===== src/rtl/wb_pkg.sv =====
// Shared types and widths for the writeback stage: result entry layout and
// output-register source selection.
package wb_pkg;

  localparam int unsigned XLEN       = 32;
  localparam int unsigned REG_ADDR_W = 5;

  typedef struct packed {
    logic [REG_ADDR_W-1:0] rd;
    logic [XLEN-1:0]       data;
  } wb_entry_t;

  typedef enum logic [1:0] {
    SRC_NONE,
    SRC_ALU,
    SRC_FIFO,
    SRC_LSU
  } wb_src_e;

endpackage


===== src/rtl/wb_result_fifo.sv =====
// Small synchronous FIFO buffering LSU results that lost arbitration for the
// register-file write port. Pointers carry an extra wrap bit for full/empty.
module wb_result_fifo
  import wb_pkg::*;
#(
  parameter int unsigned Depth = 2
) (
  input  logic      clk_i,
  input  logic      rst_i,
  input  logic      push_i,
  input  wb_entry_t push_entry_i,
  input  logic      pop_i,
  output wb_entry_t head_o,
  output logic      full_o,
  output logic      empty_o
);

  localparam int unsigned AW = (Depth > 1) ? $clog2(Depth) : 1;

  logic [AW:0] wptr_q, wptr_d;
  logic [AW:0] rptr_q, rptr_d;
  wb_entry_t   mem_q [Depth];
  wb_entry_t   mem_d [Depth];

  always_comb begin
    mem_d  = mem_q;
    wptr_d = wptr_q;
    rptr_d = rptr_q;
    if (push_i) begin
      mem_d[wptr_q[AW-1:0]] = push_entry_i;
      wptr_d                = wptr_q + {{AW{1'b0}}, 1'b1};
    end
    if (pop_i) begin
      rptr_d = rptr_q + {{AW{1'b0}}, 1'b1};
    end
  end

  always_ff @(posedge clk_i) begin
    mem_q <= mem_d;
    if (rst_i) begin
      wptr_q <= '0;
      rptr_q <= '0;
    end else begin
      wptr_q <= wptr_d;
      rptr_q <= rptr_d;
    end
  end

  assign head_o  = mem_q[rptr_q[AW-1:0]];
  assign empty_o = (wptr_q == rptr_q);
  assign full_o  = (wptr_q[AW] != rptr_q[AW]) && (wptr_q[AW-1:0] == rptr_q[AW-1:0]);

endmodule


===== src/rtl/writeback_unit.sv =====
// Writeback stage: arbitrates ALU and LSU results onto the single register-file
// write port, tracks pending long-latency destinations and forwards the write.
module writeback_unit
  import wb_pkg::*;
#(
  parameter int unsigned XLEN       = wb_pkg::XLEN,
  parameter int unsigned REG_ADDR_W = wb_pkg::REG_ADDR_W,
  parameter int unsigned FIFO_DEPTH = 2
) (
  input  logic                  clk,
  input  logic                  rst,
  input  logic                  alu_valid,
  input  logic [REG_ADDR_W-1:0] alu_rd,
  input  logic [XLEN-1:0]       alu_data,
  input  logic                  lsu_valid,
  output logic                  lsu_ready,
  input  logic [REG_ADDR_W-1:0] lsu_rd,
  input  logic [XLEN-1:0]       lsu_data,
  input  logic                  issue_long,
  input  logic [REG_ADDR_W-1:0] issue_rd,
  input  logic [REG_ADDR_W-1:0] query_rs1,
  input  logic [REG_ADDR_W-1:0] query_rs2,
  output logic                  rs1_busy,
  output logic                  rs2_busy,
  output logic                  fwd_rs1_hit,
  output logic                  fwd_rs2_hit,
  output logic [XLEN-1:0]       fwd_data,
  output logic                  stall_req,
  output logic                  RegWrite,
  output logic [REG_ADDR_W-1:0] Write_Reg,
  output logic [XLEN-1:0]       Write_Data
);

  localparam int unsigned NumRegs = 1 << REG_ADDR_W;

  logic      alu_take, lsu_hs, lsu_keep;
  logic      fifo_push, fifo_pop, fifo_full, fifo_empty;
  wb_entry_t fifo_head, lsu_entry;
  wb_src_e   src;

  logic                  reg_write_q, reg_write_d;
  logic [REG_ADDR_W-1:0] write_reg_q, write_reg_d;
  logic [XLEN-1:0]       write_data_q, write_data_d;
  logic [NumRegs-1:0]    pending_q, pending_d;

  assign lsu_entry = '{rd: lsu_rd, data: lsu_data};

  // Arbitration: ALU > FIFO head > direct LSU. rd==0 never claims the port.
  always_comb begin
    alu_take  = alu_valid && (alu_rd != '0);
    fifo_pop  = !alu_take && !fifo_empty;
    lsu_ready = !rst && (!fifo_full || fifo_pop);
    lsu_hs    = lsu_valid && lsu_ready;
    lsu_keep  = lsu_hs && (lsu_rd != '0);
    if (alu_take)                    src = SRC_ALU;
    else if (!fifo_empty)            src = SRC_FIFO;
    else if (lsu_keep)               src = SRC_LSU;
    else                             src = SRC_NONE;
    fifo_push = lsu_keep && (src != SRC_LSU);
    stall_req = fifo_full;
  end

  wb_result_fifo #(
    .Depth (FIFO_DEPTH)
  ) u_fifo (
    .clk_i        (clk),
    .rst_i        (rst),
    .push_i       (fifo_push),
    .push_entry_i (lsu_entry),
    .pop_i        (fifo_pop),
    .head_o       (fifo_head),
    .full_o       (fifo_full),
    .empty_o      (fifo_empty)
  );

  always_comb begin
    reg_write_d  = 1'b0;
    write_reg_d  = write_reg_q;
    write_data_d = write_data_q;
    pending_d    = pending_q;
    unique case (src)
      SRC_ALU: begin
        reg_write_d  = 1'b1;
        write_reg_d  = alu_rd;
        write_data_d = alu_data;
      end
      SRC_FIFO: begin
        reg_write_d            = 1'b1;
        write_reg_d            = fifo_head.rd;
        write_data_d           = fifo_head.data;
        pending_d[fifo_head.rd] = 1'b0;
      end
      SRC_LSU: begin
        reg_write_d       = 1'b1;
        write_reg_d       = lsu_rd;
        write_data_d      = lsu_data;
        pending_d[lsu_rd] = 1'b0;
      end
      SRC_NONE: ;
    endcase
    // Set applied after clear so a same-cycle reissue stays pending.
    if (issue_long && (issue_rd != '0)) pending_d[issue_rd] = 1'b1;
    pending_d[0] = 1'b0;
  end

  always_ff @(posedge clk) begin
    if (rst) begin
      reg_write_q  <= 1'b0;
      write_reg_q  <= '0;
      write_data_q <= '0;
      pending_q    <= '0;
    end else begin
      reg_write_q  <= reg_write_d;
      write_reg_q  <= write_reg_d;
      write_data_q <= write_data_d;
      pending_q    <= pending_d;
    end
  end

  assign RegWrite    = reg_write_q;
  assign Write_Reg   = write_reg_q;
  assign Write_Data  = write_data_q;
  assign fwd_data    = write_data_q;
  assign rs1_busy    = pending_q[query_rs1];
  assign rs2_busy    = pending_q[query_rs2];
  assign fwd_rs1_hit = reg_write_q && (write_reg_q == query_rs1) && (query_rs1 != '0);
  assign fwd_rs2_hit = reg_write_q && (write_reg_q == query_rs2) && (query_rs2 != '0);

endmodule


===== config.mk =====
export PLATFORM = sky130hd
export DESIGN_NAME = writeback_unit
export DESIGN_NICKNAME = d
export VERILOG_FILES = /design/src/rtl/wb_pkg.sv /design/src/rtl/wb_result_fifo.sv /design/src/rtl/writeback_unit.sv
export SDC_FILE = /design/constraint.sdc
export NUM_CORES = 1
export LEC_CHECK = 0
export CAP_MARGIN = 20
export CORE_ASPECT_RATIO = 1.25
export CORE_MARGIN = 1
export CORE_UTILIZATION = 45
export DETAILED_ROUTE_END_ITERATION = 12
export PLACE_DENSITY = 0.75
export SLEW_MARGIN = 20
export SYNTH_ARGS = -nofsm -noshare
export SYNTH_HDL_FRONTEND = slang
export SYNTH_SLANG_ARGS = --single-unit

===== constraint.sdc =====
create_clock -name clk -period 4.3 [get_ports clk]
set_clock_uncertainty 0.15 [all_clocks]
set_input_delay 0.86 -clock clk [delete_from_list [all_inputs] [get_ports clk]]
set_output_delay 0.86 -clock clk [all_outputs]
set_load 0.03 [all_outputs]

== After elaboration in Yosys (flattened, before gate mapping) ==
Index checks and enable logic that the tools add are counted.
Operators by class
  $add $sub $neg: 2
  bitwise operators: 7
  reductions and logical operators: 28
  eq/ne operators: 9
  magnitude comparators: 11
  muxes and demuxes: 24
Operator list (number)
  $mux 37: 4
  $pmux 32 s3: 1
  $bwmux 74: 1
  $and 32x32->32: 2
  $not 32->32: 2
  $pmux 32 s2: 1
  $demux 37 s1: 1
  $mux 32: 1
  $or 32x32->32: 1
  $lt 5x6->1 const B: 5
  $reduce_bool 5->1: 5
  $logic_and 1x1->1: 16
  $demux 1 s5: 3
  $ge 5x1->1 const B: 3
  $pmux 5 s3: 1
  $bmux 1 s5: 2
  $eq 5x5->1: 2
  $mux 1: 6
  $mux 2: 3
  $add 2x1->2 const B: 2
  $eq 2x2->1 const B: 2
  $ge 2x2->1 const B: 2
  $logic_not 1->1: 4
  $not 1->2: 2
  9 further kinds: 9
Word-level totals
  word-level logic and storage cells: 92
  output and inout port bits: 76
  bits in registers: 148
  input port bits: 94

== Depth between registers and ports, before layout ==
Gate-level depths: netlist (run 1).
  depth in word-level cells: 15
  gate-level depth with buffers: 8
  gate-level depth less buffers: 6

== Modules after synthesis ==
From an unflattened synthesis (run 1), not the netlist that was laid out.
Second synthesis, totals
  cell total of the unflattened synthesis: 797
  area total of the unflattened synthesis: 8276.7 um^2
By module, submodules not included
  writeback_unit: area each 5250.0 um^2, seq. area each 1381.3 um^2, cells each 661, times used 1
  wb_result_fifo: area each 3026.7 um^2, seq. area each 2302.2 um^2, cells each 136, times used 1

== Worst setup path after synthesis (run 1) ==
No wires, ideal clock.
  path type: input to register
  start point: input port rst
  end point: register u_fifo.mem_q[0] (netlist name) (enable)
  data arrival time: 3523 ps
  setup slack: 193 ps
  stages on the path: 6
  path through: clkbuf_1 -> nor2b_1 -> a21boi_1 -> buf_2 -> o211ai_1 -> nor2_1
On the way
  longest elaborated chain between the ends: 9
RTL lines
  from (decl): RTL line writeback_unit.sv:11  | input logic rst,
  $logic_not 1->1 *: RTL line writeback_unit.sv:52  | lsu_ready = !rst && (!fifo_full || fifo_pop);
  $logic_and 1x1->1 *: RTL line writeback_unit.sv:52
  $logic_and 1x1->1 *: RTL line writeback_unit.sv:53  | lsu_hs = lsu_valid && lsu_ready;
  $logic_and 1x1->1 *: RTL line writeback_unit.sv:54  | lsu_keep = lsu_hs && (lsu_rd != '0);
  $mux 2: RTL line writeback_unit.sv:57  | else if (lsu_keep) src = SRC_LSU;
  $mux 2: RTL line writeback_unit.sv:56  | else if (!fifo_empty) src = SRC_FIFO;
  $mux 2: RTL line writeback_unit.sv:55  | if (alu_take) src = SRC_ALU;
  $ne 2x2->1: RTL line writeback_unit.sv:59  | fifo_push = lsu_keep && (src != SRC_LSU);
  $logic_and 1x1->1 *: RTL line writeback_unit.sv:59
  to (signal assigned): RTL line wb_result_fifo.sv:39  | mem_q <= mem_d;
  to (decl): RTL line wb_result_fifo.sv:22  | wb_entry_t mem_q [Depth];
Mark *: on every way between the ends. The rest lies on a longest branch, timed or not.
A chain may end at the register's enable or synchronous reset.

== Final worst setup path (run 1) ==
  start point: input port query_rs2[0]
  end point: output port rs2_busy
On the way
  longest elaborated chain between the ends: 2
RTL lines
  from (decl): RTL line writeback_unit.sv:22  | input logic [REG_ADDR_W-1:0] query_rs2,
  $bmux 1 s5: RTL line writeback_unit.sv:125  | assign rs2_busy = pending_q[query_rs2];
  $mux 1 (not written as such): RTL line writeback_unit.sv:125
  to (decl): RTL line writeback_unit.sv:24  | output logic rs2_busy,
Every way passes these cells. The select of a mux whose other input is x is not followed.

==> results of run 1 <==
## synthesized netlist by cell type (4+ instances only)
cell type and instances:
dfxtp_1 73, nor3_1 46, inv_1 8, buf_1 9, and3b_1 4, o2bb2ai_1 6
mux2i_1 36, buf_6 5, and2_1 4, buf_4 32, xor2_1 7, a31oi_1 5
a21oi_1 24, a22oi_1 23, mux4_2 18, nand3_1 11, buf_2 7, xnor2_1 6
mux2_2 5, clkbuf_1 35, o22ai_2 23, a221o_1 29, a221oi_1 27, o21ai_0 26
nor2_1 55, a32oi_1 4, edfxtp_1 74, nor3b_1 6, nor2b_1 5, o22ai_1 12
nand2_1 47
## metrics by stage
stage / total power, mW / worst slack [ns] / utilization [%] / cell area [sq um] / TNS (ns)
after floorplan: 2.871 / 0.1932 / - / 7797 / 0
after global placement: 3.396 / -0.06693 / 56.52 / 9558 / -0.06693
after detailed placement: 3.412 / -0.08019 / 56.52 / 9558 / -0.08019
after CTS: 4.890 / 0.1481 / 60.02 / 10150 / 0
after global routing: 5.078 / 0.09295 / 60.02 / 10150 / 0
final: 4.882 / 0.1437 / 60.02 / 10150 / 0
## how the worst max path moves through the flow
stage	start	to	slack [ns]	cells after the start
finish	query_rs2[0]	rs2_busy	0.14	6
global route	query_rs2[0]	rs2_busy	0.09	6
CTS	query_rs2[0]	rs2_busy	0.15	6
detailed placement	query_rs2[0]	rs2_busy	-0.08	6
global placement	query_rs2[0]	rs2_busy	-0.07	6
floorplan	rst	u_fifo.mem_q[0]	0.19	6
## power by group through the flow
| stage | Combinational, mW | Sequential [mW] | Clock (mW) |
|---|---|---|---|
| floorplan | 1.02 | 1.85 | 0 |
| global placement | 1.63 | 1.76 | 0 |
| detailed placement | 1.64 | 1.77 | 0 |
| CTS | 1.65 | 1.74 | 1.50 |
| global route | 1.77 | 1.75 | 1.56 |
| finish | 1.66 | 1.74 | 1.48 |
## registers in the layout, indices dropped and copies added, names as in the netlist
name / cells
RegWrite: 1
Write_Data: 32
Write_Reg: 5
pending_q: 31
u_fifo.mem_q: 74
u_fifo.rptr_q: 2
u_fifo.wptr_q: 2
## layer usage
layer | share of wire (%) | wire, um | global-route usage, %
met2 | 52 | 12240 | 48.44
met3 | 6.8 | 1614 | 5.505
met5 | 0 | 0 | 0
met4 | 2.9 | 674 | 11.38
met1 | 38 | 9061 | 31.63
## worst max-delay path: cells and delay by family
family / cells / cell delay, ns
buffers and inverters: 3 / 1.02
multiplexers: 3 / 1.27
## logic make-up after synthesis
family / count (synthesis)
AOI/OAI and AO/OA: 202
and+or+nand+nor: 198
muxes: 59
buffers and inverters: 97
xor gates and xnor gates: 15
DFF: 147
## final cells by class
type | count | area (sq um) | area share [%]
repair buffers | 197 | 1946 | 19.17
inverters | 9 | 33.78 | 0.3328
clock buffers | 18 | 450.4 | 4.438
multi-input cells | 474 | 3617 | 35.64
clock inverters | 14 | 142.6 | 1.405
well taps | 220 | 275.3 | 2.712
flip-flops and latches | 147 | 3685 | 36.30
==> key figures, run 1 <==
Status
  • Status: finished clean

Drt
  • Initial drt markers: 729
  • Post-Route WL: 23590 um
  • Via density: 6.217
  • DRC errors left: 0
  • Antenna-violating nets left: 0
  • Total number of vias: 6708
  • DR pass1 iterations: 6
  • DR WL/cell: 21.86 um

Synth
  • Mapped Cells: 718
  • Post-Synth XOR/XNOR Area: 1.877%
  • Mapped Nets: 812
  • Post-synth EDFFs: 74
  • Compound-Gate Fraction of Synth Area: 20.88%
  • Mux contribution to synthesized area: 10.54%
  • Combinational family with the most area after synthesis: compound AO/OA/AOI/OAI gates
  • Yosys cell types: 62
  • Post-synth ARST share: 0%
  • Adder-Cell Fraction of Synth Area: 0%
  • Top cells by area, synth: edfxtp_1, dfxtp_1, mux4_2, mux2i_1, a221o_1
  • Syn avg cell area: 10.86 sq um
  • Synth Flop Type: edfxtp_1
  • FF+latch count, synth: 147
  • Synth top area share: 28.50%
  • Post-Synth Simple-Gate Area: 12.66%
  • Leading area contributor after synthesis: edfxtp_1
  • Register area share after synthesis: 47.24%
  • Mapped Area: 0.007797 sq mm
  • Synth warn: 0

Die
  • Die X: 119.7 um
  • DIE AREA: 0.01786 sq mm
  • Placement Rows: 53
  • Initial core utilization: 46.11%
  • Core area: 0.01691 sq mm
  • Boundary Pins: 170
  • Die height: 149.2 um

Clock network
  • Clk_lat worst skew: 0.42 ns
  • Post-CTS setup buffer count: 0
  • Root Buffer: clkbuf_16
  • Post-cts hold buffer count: 0
  • Post-cts resize count: 1
  • Clk buf depth: 2
  • CTS tree: built
  • Clk pin slew, worst setup/hold paths: 0.06 ns
  • Sink Count: 147
  • CTS buffer count: 17
  • Htree depth: 4

Placed design
  • GPL Wtd Cong: 1.002
  • Post-DP HPWL: 16830 um
  • Placed Cells: 1047
  • Port Buffer Count: 169

Finish
  • Synth-to-Final Area Change: 30.17%
  • Share of cells above drive strength 1: 14.78%
  • N_diodes: 0
  • Commonest non-fill, non-tap cell in the layout: clkdlybuf4s50_1
  • Layout fillers: 1397
  • # nets final: 940
  • Most frequent cells in the layout: clkdlybuf4s50_1, edfxtp_1, dfxtp_1
  • Non-Filler Instances: 1079

Setup path
  • WP data required: 3.29 ns
  • Crit Path Max Fanout: 10
  • Slowest Stage Delay on Critical Path: 0.51 ns
  • Most common cell on crit path: mux4_2
  • Critical path type: in2out
  • R2R depth: 6
  • Internal reg-to-reg setup slack: 1.41 ns
  • RR Endpoint: pending_q[21]
  • Crit path DAT: 3.15 ns
  • RR Startpoint: u_fifo.wptr_q[1]
  • CP Launch Type: primary input
  • Crit path max-delay cell type: clkdlybuf4s50_1
  • Cells along the critical path: clkdlybuf4s50_1 -> buf_12 -> mux4_2 -> mux4_2 -> mux2_2 -> dlygate4sd2_1
  • CP endpoint kind: output port

Worst hold path
  • Hold endpoint: Write_Data[23]
  • Worst hold stages: 2
  • Worst hold start: Write_Data[23]
  • Hold Crit Class: reg2reg

STA
  • Final slew viol count: 0
  • Post-layout min period: 4.156 ns
  • Hold Slack: 0.3470 ns
  • Hold Vio Cnt, Final: 0
  • Final period util: 96.66%
  • Final setup fails: 0
  • Worst-margin pin slew: 0.9828 ns
  • Max Freq: 240.6 MHz
  • Max transition margin: 34.34%
  • RSZ-0062 raised after global routing: no

Pwr
  • PwrDens: 481.0 mW/mm^2
  • Sequential Power Share: 35.6%
  • Switch Pwr: 1.732 mW
  • Clock Power Share: 30.4%
  • Sw frac: 35.49%
  • Comb power frac: 34.0%
  • Max IR drop VDD: 0.3012 mV
  • Leak pwr: 3.489 nW
  • Internal power: 3.149 mW

GRT
  • Initial antenna violation count: 0
  • Vias in the first global route: 6620
  • Largest net degree at the start of global routing: 53
  • Grt ovf: 0
  • GRT Overall Usage: 27.18%
  • First-pass GRT wire length: 37010 um

Run
  • Number of max-cap violations: 0
Power figures use the tool's default switching activity.
==> inputs of run 2 (changes only) <==
Settings changed: CORE_MARGIN 1 to 5, PLACE_DENSITY 0.75 to 0.74, SYNTH_HIERARCHICAL set to 1.
==> key figures, run 2 <==
Synth
  • Top cells by area, synth: edfxtp_1, dfxtp_1, mux2_4, a211oi_1, mux4_2 (was edfxtp_1, dfxtp_1, mux4_2, mux2i_1, a221o_1)
  • Post-synth EDFFs: 74 (unchanged)
  • Most instantiated cells after synthesis: edfxtp_1, dfxtp_1, nor3_1 (was edfxtp_1, dfxtp_1, nor2_1)
  • Leading area contributor after synthesis: edfxtp_1 (unchanged)
  • Synth Flop Type: edfxtp_1 (unchanged)
  • Synth warn: 6 (was 0)
  • Syn avg cell area: 10.38 sq um (was 10.86 sq um)
  • FF+latch count, synth: 147 (unchanged)
  • Yosys cell types: 63 (was 62)
  • Top-count cell post-synth: edfxtp_1 (unchanged)
  • Synth top area share: 26.85% (was 28.50%)
  • Mapped Area: 0.008277 sq mm (was 0.007797 sq mm)
  • Mapped Cells: 797 (was 718)
  • Mapped Nets: 891 (was 812)
  • Post-synth ARST share: 0% (unchanged)
  • Register area share after synthesis: 44.50% (was 47.24%)

STA
  • Max Freq: 242.2 MHz (was 240.6 MHz)
  • Hold Slack: 0.3533 ns (was 0.3470 ns)
  • Hold Vio Cnt, Final: 0 (unchanged)
  • Post-layout min period: 4.130 ns (was 4.156 ns)
  • Worst-margin pin slew: 0.9260 ns (was 0.9828 ns)
  • RSZ-0062 raised after global routing: no (unchanged)
  • Final period util: 96.04% (was 96.66%)
  • Setup total negative slack: 0 ns (unchanged)
  • Final setup fails: 0 (unchanged)
  • Final slew viol count: 0 (unchanged)
  • Max transition margin: 37.42% (was 34.34%)

Placed design
  • Post-DP Area: 0.009882 sq mm (was 0.009558 sq mm)
  • Port Buffer Count: 169 (unchanged)
  • Placed Cells: 1112 (was 1047)
  • Post-DP HPWL: 16510 um (was 16830 um)
  • GPL Wtd Cong: 0.9025 (was 1.002)

Finish
  • Commonest non-fill, non-tap cell in the layout: clkdlybuf4s50_1 (unchanged)
  • Final instance area: 0.01048 sq mm (was 0.01015 sq mm)
  • Largest register FFs: 74 (unchanged)
  • Synth-to-Final Area Change: 26.61% (was 30.17%)
  • Share of cells above drive strength 1: 14.85% (was 14.78%)
  • Most frequent cells in the layout: clkdlybuf4s50_1, edfxtp_1, dfxtp_1 (unchanged)
  • # nets final: 997 (was 940)
  • N_diodes: 0 (unchanged)
  • Most flop-heavy register: u_fifo/mem_q (was u_fifo.mem_q)
  • Non-Filler Instances: 1144 (was 1079)

Drt
  • DR pass1 iterations: 5 (was 6)
  • Post-Route WL: 23260 um (was 23590 um)
  • DR WL/cell: 20.33 um (was 21.86 um)
  • Via density: 6.067 (was 6.217)
  • DRC errors left: 0 (unchanged)
  • Total number of vias: 6941 (was 6708)
  • Antenna-violating nets left: 0 (unchanged)
  • Initial drt markers: 387 (was 729)

Run
  • Number of max-cap violations: 0 (unchanged)

Clock network
  • Root Buffer: clkbuf_16 (unchanged)
  • Htree depth: 4 (unchanged)
  • Post-cts resize count: 0 (was 1)
  • Clk buf depth: 2 (unchanged)
  • Sink Count: 147 (unchanged)
  • CTS tree: built (unchanged)
  • Post-cts hold buffer count: 0 (unchanged)
  • Post-CTS setup buffer count: 0 (unchanged)
  • Clk pin slew, worst setup/hold paths: 0.06 ns (about the same)
  • Clk_lat worst skew: 0.42 ns (about the same)
  • CTS buffer count: 17 (unchanged)

Setup path
  • Crit path max-delay cell type: clkdlybuf4s50_1 (unchanged)
  • Crit Path Max Fanout: 10 (unchanged)
  • Slowest Stage Delay on Critical Path: 0.58 ns (was 0.51 ns)
  • Critical path type: in2out (unchanged)
  • CP Launch Type: primary input (unchanged)
  • Most common cell on crit path: clkdlybuf4s50_1 (was mux4_2)
  • Cells along the critical path: clkdlybuf4s50_1 -> buf_12 -> mux4_2 -> nor3b_1 -> o21ai_0 -> and4_1 -> clkdlybuf4s50_1 (was clkdlybuf4s50_1 -> buf_12 -> mux4_2 -> mux4_2 -> mux2_2 -> dlygate4sd2_1)
  • Crit path DAT: 3.12 ns (was 3.15 ns)
  • WP data required: 3.29 ns (about the same)
  • CP endpoint kind: output port (unchanged)

Pwr
  • Leak pwr: 3.510 nW (was 3.489 nW)
  • Total power: 4.506 mW (was 4.882 mW)
  • Max IR drop VDD: 0.2787 mV (was 0.3012 mV)
  • PwrDens: 430.0 mW/mm^2 (was 481.0 mW/mm^2)

Die
  • Die height: 161.6 um (was 149.2 um)
  • Die X: 131.3 um (was 119.7 um)
  • Placement Rows: 55 (was 53)
  • Initial core utilization: 45.73% (was 46.11%)
  • Boundary Pins: 170 (unchanged)
  • Core area: 0.01810 sq mm (was 0.01691 sq mm)
  • DIE AREA: 0.02122 sq mm (was 0.01786 sq mm)

GRT
  • Initial antenna violation count: 0 (unchanged)
  • GRT Overall Usage: 21.46% (was 27.18%)
  • First-pass GRT wire length: 36990 um (was 37010 um)
  • Vias in the first global route: 6892 (was 6620)
  • Grt ovf: 0 (unchanged)
  • Largest net degree at the start of global routing: 70 (was 53)

Status
  • Status: finished clean (unchanged)

Worst hold path
  • Hold Crit Class: reg2reg (unchanged)
## run 2: cell count changes after synthesis, moves of 27 or more
cell	before	now
a211oi_1	2	50
a221o_1	29	1
a221oi_1	27	0
a32oi_1	4	35
mux2_4	0	37
mux2i_1	36	0
nand3_1	11	40
o211ai_1	1	31
## run 2: critical path, delay by kind of cell
family | cells | cell delay [ns]
AOI/OAI and AO/OA | 1 | 0.11
buffers and inverters | 3 | 1.25
muxes | 1 | 0.49
and+or+nand+nor | 2 | 0.40
## run 2: worst paths after layout
| kind | from | to | slack, ns | depth (start not counted) |
|---|---|---|---|---|
| max | query_rs2[0] | rs2_busy | 0.17 | 7 |
| min | pending_q[22] | pending_q[22] | 0.35 | 2 |
| max reg2reg | u_fifo/rptr_q[1] | pending_q[17] | 1.20 | 7 |
| min reg2reg | pending_q[22] | pending_q[22] | 0.35 | 2 |
## run 2: area by class of cell
cell class / instances / area, sq um
clock buffer: 26 / 530.5
multi-input combinational: 524 / 3949
sequential: 147 / 3685
fill: 1549 / 7620
tap: 228 / 285.3
timing repair buffer: 196 / 1899
clock inverter: 6 / 66.31
inverter: 17 / 63.81
## run 2: metal layers
layer / share of wire (%) / track usage [%]
met1: 39 / 25.18
met2: 52 / 37.59
met3: 6.1 / 5.016
met4: 2.6 / 9.121
met5: 0 / 0
## run 2: cells by family after synthesis
| logic type | after synthesis | synth area share (%) |
|---|---|---|
| AO/OA/AOI/OAI | 191 | 17.54 |
| XOR/XNOR | 12 | 1.270 |
| buffers and inverters | 126 | 8.299 |
| flip-flops | 147 | 44.50 |
| multiplexers | 54 | 10.93 |
| AND/OR/NAND/NOR | 267 | 17.46 |
## run 2: where the power goes
group / internal (mW) / switching, mW
combinational: 0.576 / 0.797
clock: 0.910 / 0.556
sequential: 1.58 / 0.0853
total: 3.07 / 1.44
## run 2: per-stage QoR
step                worst slack, ns  util (%)
global route                0.05711     57.90
finish                       0.1704     57.90
CTS                          0.1550     57.90
floorplan                    0.5347         -
global placement             0.1818     54.60
detailed placement           0.1690     54.60
